--- config.mk ---
export PLATFORM = sky130hd
export DESIGN_NAME = exception_ctrl
export DESIGN_NICKNAME = d
export VERILOG_FILES = /design/src/rtl/exception_ctrl.sv
export SDC_FILE = /design/constraint.sdc
export NUM_CORES = 1
export LEC_CHECK = 0
export ABC_AREA = 1
export CAP_MARGIN = 0
export CORE_UTILIZATION = 46
export CTS_CLUSTER_DIAMETER = 80
export DETAILED_ROUTE_END_ITERATION = 6
export PLACE_DENSITY_LB_ADDON = 0.05
export SYNTH_ARGS = -nofsm -noshare
export SYNTH_HDL_FRONTEND = slang
export SYNTH_SLANG_ARGS = --single-unit
--- constraint.sdc ---
create_clock -name clk -period 2.15 [get_ports clk]
set_clock_uncertainty 0.1 [all_clocks]
set_input_delay 0.43 -clock clk [delete_from_list [all_inputs] [get_ports clk]]
set_output_delay 0.43 -clock clk [all_outputs]
set_load 0.05 [all_outputs]
--- src/rtl/exception_ctrl.sv ---
// Exception/interrupt sequencer for the 5-stage CPU: decides handler entry and
// eret return from the ID stage and drives flushes and the PC redirect in the same cycle.
module exception_ctrl #(
  parameter int          IRQ_W      = 4,
  parameter logic [31:0] HANDLER_PC = 32'h8000_0004,
  parameter logic [31:0] EXC_PC     = 32'h8000_0008
) (
  input  logic             clk,
  input  logic             reset,
  input  logic [IRQ_W-1:0] irq,
  input  logic             irq_mask_wr,
  input  logic [IRQ_W-1:0] irq_mask_data,
  input  logic             id_valid,
  input  logic [31:0]      id_pc,
  input  logic             id_undef,
  input  logic             id_eret,
  input  logic             hazard_stall,
  output logic             flush_if_id,
  output logic             flush_id_ex,
  output logic             pc_redirect,
  output logic [31:0]      redirect_pc,
  output logic [IRQ_W-1:0] irq_ack,
  output logic [31:0]      epc,
  output logic [3:0]       cause,
  output logic             kernel,
  output logic             double_fault,
  output logic [15:0]      exc_count
);

  typedef enum logic [1:0] {S_USER, S_KERNEL, S_EXIT} state_t;

  state_t           r_state;
  state_t           w_next;
  logic [31:0]      r_epc;
  logic [3:0]       r_cause;
  logic [IRQ_W-1:0] r_mask;
  logic             r_double_fault;
  logic [15:0]      r_exc_count;

  logic             w_adv;
  logic [IRQ_W-1:0] w_pend;
  logic [IRQ_W-1:0] w_lowest;
  logic [2:0]       w_idx;
  logic             w_take_undef;
  logic             w_take_irq;
  logic             w_take;
  logic             w_ret;
  logic             w_dfault;

  function automatic logic [15:0] sat_inc(input logic [15:0] v);
    return (v == 16'hFFFF) ? v : v + 16'd1;
  endfunction

  assign w_adv    = id_valid & ~hazard_stall;
  assign w_pend   = irq & r_mask;
  // Isolate the lowest set bit so the acknowledge is one-hot.
  assign w_lowest = w_pend & (~w_pend + IRQ_W'(1));

  always_comb begin
    w_idx = 3'd0;
    for (int i = IRQ_W - 1; i >= 0; i--) begin
      if (w_pend[i]) w_idx = 3'(i);
    end
  end

  always_comb begin
    w_next       = r_state;
    w_take_undef = 1'b0;
    w_take_irq   = 1'b0;
    w_ret        = 1'b0;
    w_dfault     = 1'b0;
    case (r_state)
      S_USER: begin
        if (w_adv && id_undef) begin
          w_take_undef = 1'b1;
          w_next       = S_KERNEL;
        end else if (w_adv && (|w_pend)) begin
          w_take_irq = 1'b1;
          w_next     = S_KERNEL;
        end
      end
      S_KERNEL: begin
        w_dfault = w_adv & id_undef;
        if (w_adv && id_eret) begin
          w_ret  = 1'b1;
          w_next = S_EXIT;
        end
      end
      S_EXIT: begin
        // Guard state: one user instruction must leave ID before interrupts reopen.
        if (w_adv && id_undef) begin
          w_take_undef = 1'b1;
          w_next       = S_KERNEL;
        end else if (w_adv) begin
          w_next = S_USER;
        end
      end
      default: w_next = S_USER;
    endcase
  end

  assign w_take = w_take_undef | w_take_irq;

  always_comb begin
    flush_if_id = 1'b0;
    flush_id_ex = 1'b0;
    pc_redirect = 1'b0;
    redirect_pc = 32'h0;
    irq_ack     = '0;
    // Decision outputs are held quiet while reset is asserted.
    if (reset) begin
      flush_if_id = w_take | w_ret;
      flush_id_ex = w_take | w_ret;
      pc_redirect = w_take | w_ret;
      if (w_take_undef)    redirect_pc = EXC_PC;
      else if (w_take_irq) redirect_pc = HANDLER_PC;
      else if (w_ret)      redirect_pc = r_epc;
      if (w_take_irq) irq_ack = w_lowest;
    end
  end

  always_ff @(posedge clk or negedge reset) begin
    if (!reset) begin
      r_state        <= S_USER;
      r_epc          <= 32'h0;
      r_cause        <= 4'h0;
      r_mask         <= '0;
      r_double_fault <= 1'b0;
      r_exc_count    <= 16'h0;
    end else begin
      r_state <= w_next;
      if (irq_mask_wr) r_mask <= irq_mask_data;
      // Undefined instruction returns past itself; an interrupted one re-executes.
      if (w_take_undef) begin
        r_epc   <= id_pc + 32'd4;
        r_cause <= 4'b1000;
      end else if (w_take_irq) begin
        r_epc   <= id_pc;
        r_cause <= {1'b0, w_idx};
      end
      if (w_take)   r_exc_count    <= sat_inc(r_exc_count);
      if (w_dfault) r_double_fault <= 1'b1;
    end
  end

  assign epc          = r_epc;
  assign cause        = r_cause;
  assign kernel       = (r_state == S_KERNEL);
  assign double_fault = r_double_fault;
  assign exc_count    = r_exc_count;

endmodule

==> results of run 1 <==
[per-stage QoR]
stage	setup TNS, ns	std cells
floorplan	-2.91	579
finish	-13.11	927
detailed placement	-23.64	871
CTS	-9.82	916
global placement	-19.51	871
global route	-15.74	927
[cells by family after synthesis]
kind of cell             count (synthesis)  share of synthesized area
XOR/XNOR                                12                     0.0268
AND/OR/NAND/NOR                        414                      0.465
buffers and inverters                   67                     0.0817
flip-flops                              58                      0.370
multiplexers                             4                     0.0115
other                                    1                   0.000957
AO/OA/AOI/OAI                           21                     0.0370
adder cells (fa/ha/maj)                  2                    0.00638
[where the power goes]
part / internal [uW] / switching, uW
registers: 1480 / 482
logic: 1840 / 2890
clock network: 623 / 463
total: 3940 / 3830
[layer usage]
layer,up-vias,part of all wire,wire length (um)
li1,2317,-,-
met1,2510,0.34,6210
met2,445,0.48,8890
met3,149,0.11,2000
met4,0,0.076,1410
met5,-,0,0
[state kept, by name, indices dropped and copies added (netlist names)]
register,flops
epc,32
double_fault,1
cause,3
r_state,2
r_mask,4
exc_count,16
[final cells by class]
cell class / count / area share
timing repair buffer: 245 / 0.370
clock inverter: 2 / 0.00472
clock buffer: 13 / 0.0228
sequential: 58 / 0.196
multi-input combinational: 454 / 0.363
inverter: 50 / 0.0260
tap: 105 / 0.0177
[critical path, delay by kind of cell, from the launching register on]
| family | cells | cell delay [ns] |
|---|---|---|
| simple gates | 6 | 0.62 |
| buf+inv | 3 | 0.50 |
| flops | 1 | 0.40 |
| compound gates | 1 | 0.16 |
[how the worst max path moves through the flow]
stage                       startpoint              end  slack [ns]
after floorplan                 irq[0]  redirect_pc[14]       -0.31
after global placement    hazard_stall  redirect_pc[15]       -0.40
after detailed placement        irq[2]  redirect_pc[19]       -0.51
after CTS                    r_mask[3]   redirect_pc[4]       -0.34
after global routing         r_mask[3]   redirect_pc[1]       -0.50
final                        r_mask[0]   redirect_pc[0]       -0.42
[layout by cell type (no fill, tap or decap), types with 7 or more instances in the layout]
cell type                         count
sky130_fd_sc_hd__buf_12              46
sky130_fd_sc_hd__dlygate4sd2_1       12
sky130_fd_sc_hd__nand2_4             27
sky130_fd_sc_hd__buf_6                9
sky130_fd_sc_hd__inv_2                7
sky130_fd_sc_hd__clkdlybuf4s50_1     62
sky130_fd_sc_hd__inv_1               41
sky130_fd_sc_hd__nand3_1             70
sky130_fd_sc_hd__xor2_1               8
sky130_fd_sc_hd__buf_4               92
sky130_fd_sc_hd__dfrtp_1             57
sky130_fd_sc_hd__clkbuf_8            12
sky130_fd_sc_hd__nor2_1              48
sky130_fd_sc_hd__dlymetal6s2s_1      18
sky130_fd_sc_hd__nor2_4              34
sky130_fd_sc_hd__nand2_1            183
sky130_fd_sc_hd__nor2_2               8
sky130_fd_sc_hd__nand2_2             14
sky130_fd_sc_hd__nand4_1              7
[timing repair]
item | in CTS | in global routing
endpoints found under the hold margin | 4 | 0
buffers inserted | 25 | 14
endpoints found under the setup margin | 44 | 58
pin swaps | 20 | 35
gates resized for setup | 78 | 87
gates cloned | 5 | 1
hold buffers | 1 | 0
==> flow_summary.ini, run 1 <==
[run_status]
outcome = complete, but fails checks
failed_checks = negative setup slack

[final_layout]
drive_above_1_share = 0.342
synthToLayoutAreaGrowth_pct = 89.2
fill_cells = 355
post-route-util = 0.903
multi_input_comb_area_mm2 = 0.00270
finalNetCount = 867
area.sequential_mm2 = 0.00145
final_cell_area_mm2 = 0.00742
n_antenna_cell = 0

[yosys]
syn-instance-count = 579
synth_top_cells_by_count = 219 x sky130_fd_sc_hd__nand2_1, 72 x sky130_fd_sc_hd__nand3_1, 71 x sky130_fd_sc_hd__nor2_1
number_of_enable_flip_flop_cells_after_synthesis = 0
synth.lib_cells_used.distinct = 34
post-synth-top-count-cell = sky130_fd_sc_hd__nand2_1
synth_ff_type = sky130_fd_sc_hd__dfrtp_1
synth-seq-cells = 58
ys_async_sr_fraction = 1.00
mappedNetlistNets = 628
synth_area_per_cell_um2 = 6.77
synth.cell_area_mm2 = 0.00392
synth.area.top_cells = sky130_fd_sc_hd__dfrtp_1 37%, sky130_fd_sc_hd__nand2_1 21%, sky130_fd_sc_hd__nand3_1 9.2%, sky130_fd_sc_hd__nor2_1 6.8%, sky130_fd_sc_hd__inv_1 4.1%
post-synth-top-area-cell = sky130_fd_sc_hd__dfrtp_1
synth_sequential_area_ratio = 0.370
yosysWarnings = 0
synth_largest_type_area_fraction = 0.370

[worst_setup_path]
regToRegSetupSlack_ns = -0.05
setup.worst_path.start_class = flop
cp_cell_sequence = nand2_2 -> nand2_4 -> o21ai_4 -> nor2_4 -> nor2_4 -> buf_6 -> clkbuf_16 -> nand2_4 -> nor2_4 -> buf_12
worstSetupEndpointType = output pin
path_common_cell = sky130_fd_sc_hd__nor2_4
timing.setup.critical_path_class = reg2out
worstReg2RegStart = r_state[1]
crit_required_ns = 1.62
cp_data_arrival_time_ns = 2.04
critical_path_peak_fanout = 5
r2r_end = epc[30]
ff2ff_path_depth = 11
timing.critical_path.slowest_cell_delay_ns = 0.40
slowest_stage = sky130_fd_sc_hd__dfrtp_1

[clock_network]
cts_root_buf = sky130_fd_sc_hd__clkbuf_8
cts_buffer_depth = 2
clock_insertion_delay_worst_skew_ns = 0.35
cts_buffers = 9
cts_tree = yes
cts_htree_levels = 3
clock_sinks = 58
clk_pin_slew_worst_paths_ns = 0.07

[floorplan]
rows = 33
ioPinCount = 140
floorplan.core_area_mm2 = 0.00822
initial_utilization = 0.477
dieArea_mm2 = 0.00890
dieWidth_um = 94.3
die_y_um = 94.3

[run]
max_cap_viol_count = 0

[global_routing]
first_global_vias = 5139
met2_usage_in_global_routing = 0.646
initial_antenna_violation_count = 0
grt_overflow_total = 0
globalRouteMet3Util = 0.0947
wire_length_of_the_first_global_routing_pass_mm = 25.5
grtUsageTotal = 0.381
top_usage_layer = met2
globalRouteMet1Util = 0.435
grt_start_max_net_pins = 40

[detailed_routing]
drt_iter0_markers = 476
drt.antenna.violating_nets = 0
num_vias = 5421
drt_pass1_iterations = 6
postRouteWirelength_mm = 18.5
vias_per_cell = 5.85
drt-wirelength-per-cell_um = 20.0
drc = 0

[placement]
port-buffer-count = 138
routabilityCongestion = 0.921
place_ws_ns = -0.506
placement.cell_area_mm2 = 0.00633
place.detailed.hpwl_mm = 9.75

[timing]
transition_at_the_pin_with_the_smallest_max_transition_slack_ns = 0.587
setup_repair_after_global_routing_missed_its_margin = yes
hold-worst-slack_ns = 0.0988
hold_violations = 0
relSlewSlack = 0.605
clock.fmax_ghz = 0.389
report.final.slew_viol_count = 0
final_setup_margin_ns = -0.417
timing.final.crit_period_ns = 2.57
layout_worst_path_cycle_share = 1.19
setup-violations-final = 43

[pwr]
power_leakage_uw = 0.00364
power_uw = 7780
max-vdd-ir-drop_mv = 0.830
power_density_mw_per_mm2 = 1050

[min_path]
worstHoldPathType = in2async
(Power assumes the default switching activity.)
==> run 2, diff against run 1 <==
CORE_MARGIN = 4   (was default)
==> run 2 against run 1 <==
  * The flow still finishes with violations (negative setup slack)
  * Cell area is 3.7% lower
  * Sequential power fell by 5%
  * Routed wire length is 8.9% lower
  * Clock power fell by 12%
  * Sequential share of layout area rose by 0.74 points
  * Register-to-register slack improved by 0.03 ns
  * Largest power group unchanged
==> flow_summary.ini, run 2 (synthesized netlist as in run 1, its figures left out) <==
[clock_network]
cts_tree = yes
cts_root_buf = sky130_fd_sc_hd__clkbuf_8
cts_buffer_depth = 2
clk_pin_slew_worst_paths_ns = 0.08
clock_insertion_delay_worst_skew_ns = 0.35
cts_htree_levels = 3
cts_buffers = 9
clock_sinks = 58

[worst_setup_path]
crit_required_ns = 1.62
slowest_stage = sky130_fd_sc_hd__dfrtp_1
worstSetupEndpointType = output pin
cp_data_arrival_time_ns = 2.05
setup.worst_path.start_class = flop
critical_path_peak_fanout = 11
timing.setup.critical_path_class = reg2out
cp_cell_sequence = nand2_2 -> nand2_4 -> o21ai_4 -> nor2_4 -> nor2_4 -> buf_6 -> nand2_1 -> nor2_2 -> buf_12
path_common_cell = sky130_fd_sc_hd__nor2_4
timing.critical_path.slowest_cell_delay_ns = 0.40
cp.buffers_inverters = 2
cp_top_family = simple AND/OR/NAND/NOR gates

[pwr]
power_report.internal_total_uw = 3640
switchingPower_uw = 3640
share_comb_of_total_power = 0.614
power.sequential.fraction = 0.255
power_leakage_uw = 0.00342
power_density_mw_per_mm2 = 1020
p_clk_frac = 0.131
switching_share = 0.500
max-vdd-ir-drop_mv = 0.885

[final_layout]
synthToLayoutAreaGrowth_pct = 82.2
layout_commonest_cell = sky130_fd_sc_hd__nand2_1
finalNetCount = 859
mostFrequentLayoutCells = 185 x sky130_fd_sc_hd__nand2_1, 89 x sky130_fd_sc_hd__buf_4, 71 x sky130_fd_sc_hd__nand3_1, 69 x sky130_fd_sc_hd__clkdlybuf4s50_1, 58 x sky130_fd_sc_hd__dfrtp_1
n_antenna_cell = 0
largest_register_ffs = 32
drive_above_1_share = 0.333

[detailed_routing]
drt.antenna.violating_nets = 0
num_vias = 5009
drc = 0
drt-wirelength-per-cell_um = 18.3
drt_iter0_markers = 343
vias_per_cell = 5.44
postRouteWirelength_mm = 16.9
drt_pass1_iterations = 7

[timing]
clock.fmax_ghz = 0.388
tns_ns = -13.52
setup-violations-final = 40
transition_at_the_pin_with_the_smallest_max_transition_slack_ns = 0.617
final_setup_margin_ns = -0.430
setup_repair_after_global_routing_missed_its_margin = yes
report.final.slew_viol_count = 0
hold_violations = 0
relSlewSlack = 0.585
timing.final.crit_period_ns = 2.58
layout_worst_path_cycle_share = 1.20

[floorplan]
initial_utilization = 0.475
dieArea_mm2 = 0.0101
rows = 33
die_y_um = 100
ioPinCount = 140
dieWidth_um = 100
floorplan.core_area_mm2 = 0.00826

[min_path]
worstHoldPathType = in2async

[global_routing]
first_global_vias = 5086
globalRouteMet3Util = 0.0681
grt_overflow_total = 0
met2_usage_in_global_routing = 0.546
initial_antenna_violation_count = 0
grtUsageTotal = 0.325
wire_length_of_the_first_global_routing_pass_mm = 25.6
top_usage_layer = met2
grt_start_max_net_pins = 42
globalRouteMet1Util = 0.393

[run_status]
outcome = complete, but fails checks
failed_checks = negative setup slack

[placement]
routabilityCongestion = 0.914
place_ws_ns = -0.471
place.detailed.hpwl_mm = 10.4
port-buffer-count = 138

[run]
max_cap_viol_count = 0
[run 2: power by group through the flow]
stage | combinational, uW | sequential (uW) | clock, uW
global route | 4670 | 1890 | 1020
global placement | 3820 | 1750 | 0
finish | 4470 | 1860 | 956
detailed placement | 3880 | 1770 | 0
floorplan | 992 | 3020 | 0
CTS | 4280 | 1800 | 955
[run 2: final timing paths]
path / slack, ns / end / cells past startpoint / start
max: -0.43 / redirect_pc[8] / 9 / r_mask[2]
min: 0.08 / epc[22] / 2 / reset
max reg2reg: -0.02 / exc_count[12] / 13 / r_state[0]
min reg2reg: 0.38 / double_fault / 1 / double_fault
max in group asynchronous: 1.34 / exc_count[3] / 2 / reset
min in group clk: 0.38 / double_fault / 1 / double_fault
[run 2: metal layers]
metal | routed length [um] | share of wire | vias up
li1 | - | - | 2294
met1 | 6250 | 0.37 | 2351
met5 | 0 | 0 | -
met4 | 746 | 0.044 | 0
met2 | 8300 | 0.49 | 299
met3 | 1560 | 0.093 | 65
[run 2: final cells by class]
class | count | area, um2
Timing Repair Buffer | 237 | 2620
Multi-Input combinational cell | 454 | 2560
Sequential cell | 58 | 1450
Fill cell | 458 | 1120
Inverter | 50 | 198
Clock buffer | 10 | 138
Tap cell | 105 | 131
Clock inverter | 6 | 41.3
[run 2: repair_timing]
item	4_1_cts	5_1_grt
hold endpoints to repair	2	0
gates resized for setup	77	52
cloned	2	0
buffers inserted	29	9
setup endpoints to repair	44	48
pin swaps	21	27
hold buffers	1	0
[run 2: stage by stage]
step / util / total power (uW) / instances / hold WS, ns / area [um2]
floorplan: - / 4010 / 579 / 0.0344 / 4060
global placement: 0.769 / 5580 / 873 / 0.174 / 6350
detailed placement: 0.769 / 5650 / 873 / 0.179 / 6350
CTS: 0.848 / 7040 / 918 / 0.0582 / 7000
global route: 0.865 / 7590 / 920 / 0.0777 / 7140
finish: 0.865 / 7280 / 920 / 0.0757 / 7140
==> run 3, diff against run 2 <==
GPL_ROUTABILITY_DRIVEN = 0   (was default)
==> run 3 against run 2 <==
  * The flow still finishes with violations (negative setup slack)
  * Highest routed layer unchanged
  * Critical endpoint is now flush_if_id
  * Maximum frequency increased by 0.43%
  * Non-clock buffer count increased by 3
  * Cell area increased by 2.4%
  * Hold slack improved by 0.0066 ns
  * Clock power increased by 26%
  * Power increased by 5.5%
  * Critical path depth decreased by 1
  * Final cell count increased by 0.33%
  * Count of clock-buffer cells in the layout increased by 2
  * First-iteration DRC count increased by 29%
  * Setup slack improved by 0.011 ns
  * Die area unchanged
==> flow_summary.ini, run 3 (synthesized netlist as in run 1, its figures left out) <==
[timing]
final_setup_margin_ns = -0.418
clock.fmax_ghz = 0.389
relSlewSlack = 0.626
setup_repair_after_global_routing_missed_its_margin = yes
hold_violations = 0
setup-violations-final = 40
layout_worst_path_cycle_share = 1.19
tns_ns = -12.34
report.final.slew_viol_count = 0
timing.final.crit_period_ns = 2.57
transition_at_the_pin_with_the_smallest_max_transition_slack_ns = 0.560

[pwr]
power.sequential.fraction = 0.245
power_report.internal_total_uw = 3970
power_density_mw_per_mm2 = 1050
max-vdd-ir-drop_mv = 0.829
switching_share = 0.483
switchingPower_uw = 3710
power_leakage_uw = 0.00352
share_comb_of_total_power = 0.599
p_clk_frac = 0.156
power_uw = 7680

[detailed_routing]
num_vias = 5162
drt.antenna.violating_nets = 0
vias_per_cell = 5.59
drt_pass1_iterations = 6
drc = 0
drt-wirelength-per-cell_um = 19.0
postRouteWirelength_mm = 17.6
drt_iter0_markers = 443

[global_routing]
initial_antenna_violation_count = 0
first_global_vias = 5203
grt_overflow_total = 0
grt_start_max_net_pins = 42
wire_length_of_the_first_global_routing_pass_mm = 26.2
grtUsageTotal = 0.336

[clock_network]
clock_sinks = 58
cts_tree = yes
cts_root_buf = sky130_fd_sc_hd__clkbuf_8
clock_insertion_delay_worst_skew_ns = 0.36
cts_buffer_depth = 2
clk_pin_slew_worst_paths_ns = 0.08
cts_buffers = 9
cts_htree_levels = 3

[worst_setup_path]
r2r_end = exc_count[8]
worstReg2RegStart = r_mask[3]
timing.setup.critical_path_class = reg2out
timing.critical_path.slowest_cell_delay_ns = 0.42
cp.buffers_inverters = 3
regToRegSetupSlack_ns = 0.04
path_common_cell = sky130_fd_sc_hd__nor2_2
worstSetupEndpointType = output pin
cp_data_arrival_time_ns = 2.04
crit_required_ns = 1.62
ff2ff_path_depth = 11
setup.worst_path.start_class = flop
critical_path_peak_fanout = 5
cp_top_family = simple AND/OR/NAND/NOR gates
slowest_stage = sky130_fd_sc_hd__dfrtp_2
cp_cell_sequence = nor2_2 -> nand2_2 -> nor2_2 -> nor2_4 -> buf_6 -> buf_16 -> o21ai_4 -> buf_12

[placement]
placed_cells = 876
place_ws_ns = -0.496
port-buffer-count = 138
place.detailed.hpwl_mm = 10.3

[run_status]
failed_checks = negative setup slack
outcome = complete, but fails checks

[final_layout]
synthToLayoutAreaGrowth_pct = 86.5
layout_commonest_cell = sky130_fd_sc_hd__nand2_1
drive_above_1_share = 0.345
n_antenna_cell = 0
mostFrequentLayoutCells = 181 x sky130_fd_sc_hd__nand2_1, 90 x sky130_fd_sc_hd__buf_4, 70 x sky130_fd_sc_hd__nand3_1, 65 x sky130_fd_sc_hd__clkdlybuf4s50_1, 57 x sky130_fd_sc_hd__dfrtp_1
largest_register_ffs = 32
multi_input_comb_area_mm2 = 0.00262
fill_cells = 386
area.sequential_mm2 = 0.00145
final_standard_cell_count_with_taps_included_and_fillers_excluded = 923
finalNetCount = 862

[floorplan]
rows = 33
ioPinCount = 140
dieWidth_um = 100
initial_utilization = 0.475
dieArea_mm2 = 0.0101
floorplan.core_area_mm2 = 0.00826
die_y_um = 100

[min_path]
worstHoldPathType = in2async

[run]
max_cap_viol_count = 0
[run 3: cell count changes in the layout (fill, tap and decap cells not counted), sizes merged]
cell,change
bufinv,+2
clkdlybuf4s50,-4
buf,+2
inv,-1
dlygate4sd2,+1
clkinvlp,-3
clkbuf,+3
dlymetal6s2s,+3
[run 3: area by class of cell]
class	count	share of cell area
clock buffer	12	0.0212
inverter	50	0.0260
timing repair buffer	240	0.368
multi-input combinational	454	0.358
tap	105	0.0180
clock inverter	4	0.0101
sequential	58	0.199
[run 3: worst max-delay path by stage]
stage                            to  cells after the start  startpoint  slack, ns
detailed placement  redirect_pc[18]                     10    id_valid      -0.50
finish                  flush_if_id                      8  r_state[1]      -0.42
CTS                 redirect_pc[17]                     10   r_mask[0]      -0.31
global route         redirect_pc[1]                     10   r_mask[3]      -0.46
global placement    redirect_pc[14]                     10    id_valid      -0.47
floorplan           redirect_pc[14]                      8      irq[0]      -0.31
[run 3: power groups by stage]
stage	combinational (uW)	sequential (uW)	clock (uW)
floorplan	992	3020	0
global placement	3840	1760	0
detailed placement	3920	1780	0
CTS	4410	1850	1180
global route	4790	1920	1240
finish	4600	1880	1200
[run 3: routing by layer]
metal / part of all wire / vias to the layer above / track usage / wire (um)
li1: - / 2306 / - / -
met2: 0.49 / 358 / 0.583 / 8660
met5: 0 / - / 0 / 0
met3: 0.10 / 99 / 0.0931 / 1810
met1: 0.35 / 2399 / 0.379 / 6120
met4: 0.055 / 0 / 0.159 / 966
[run 3: metrics by stage]
step           hold slack (ns)  cell area, um2   util
2_1_floorplan           0.0344            4060      -
3_3_place_gp             0.172            6370  0.772
3_5_place_dp             0.178            6370  0.772
4_1_cts                 0.0575            7160  0.867
5_1_grt                  0.108            7310  0.885
6_report                0.0822            7310  0.885
[run 3: what timing repair did]
item,in CTS,in global routing
endpoints found under the hold margin,2,0
pin swaps,28,24
setup endpoints to repair,44,69
cloned,4,0
hold buffers,1,0
setup buffers,26,6
resized for setup,96,45
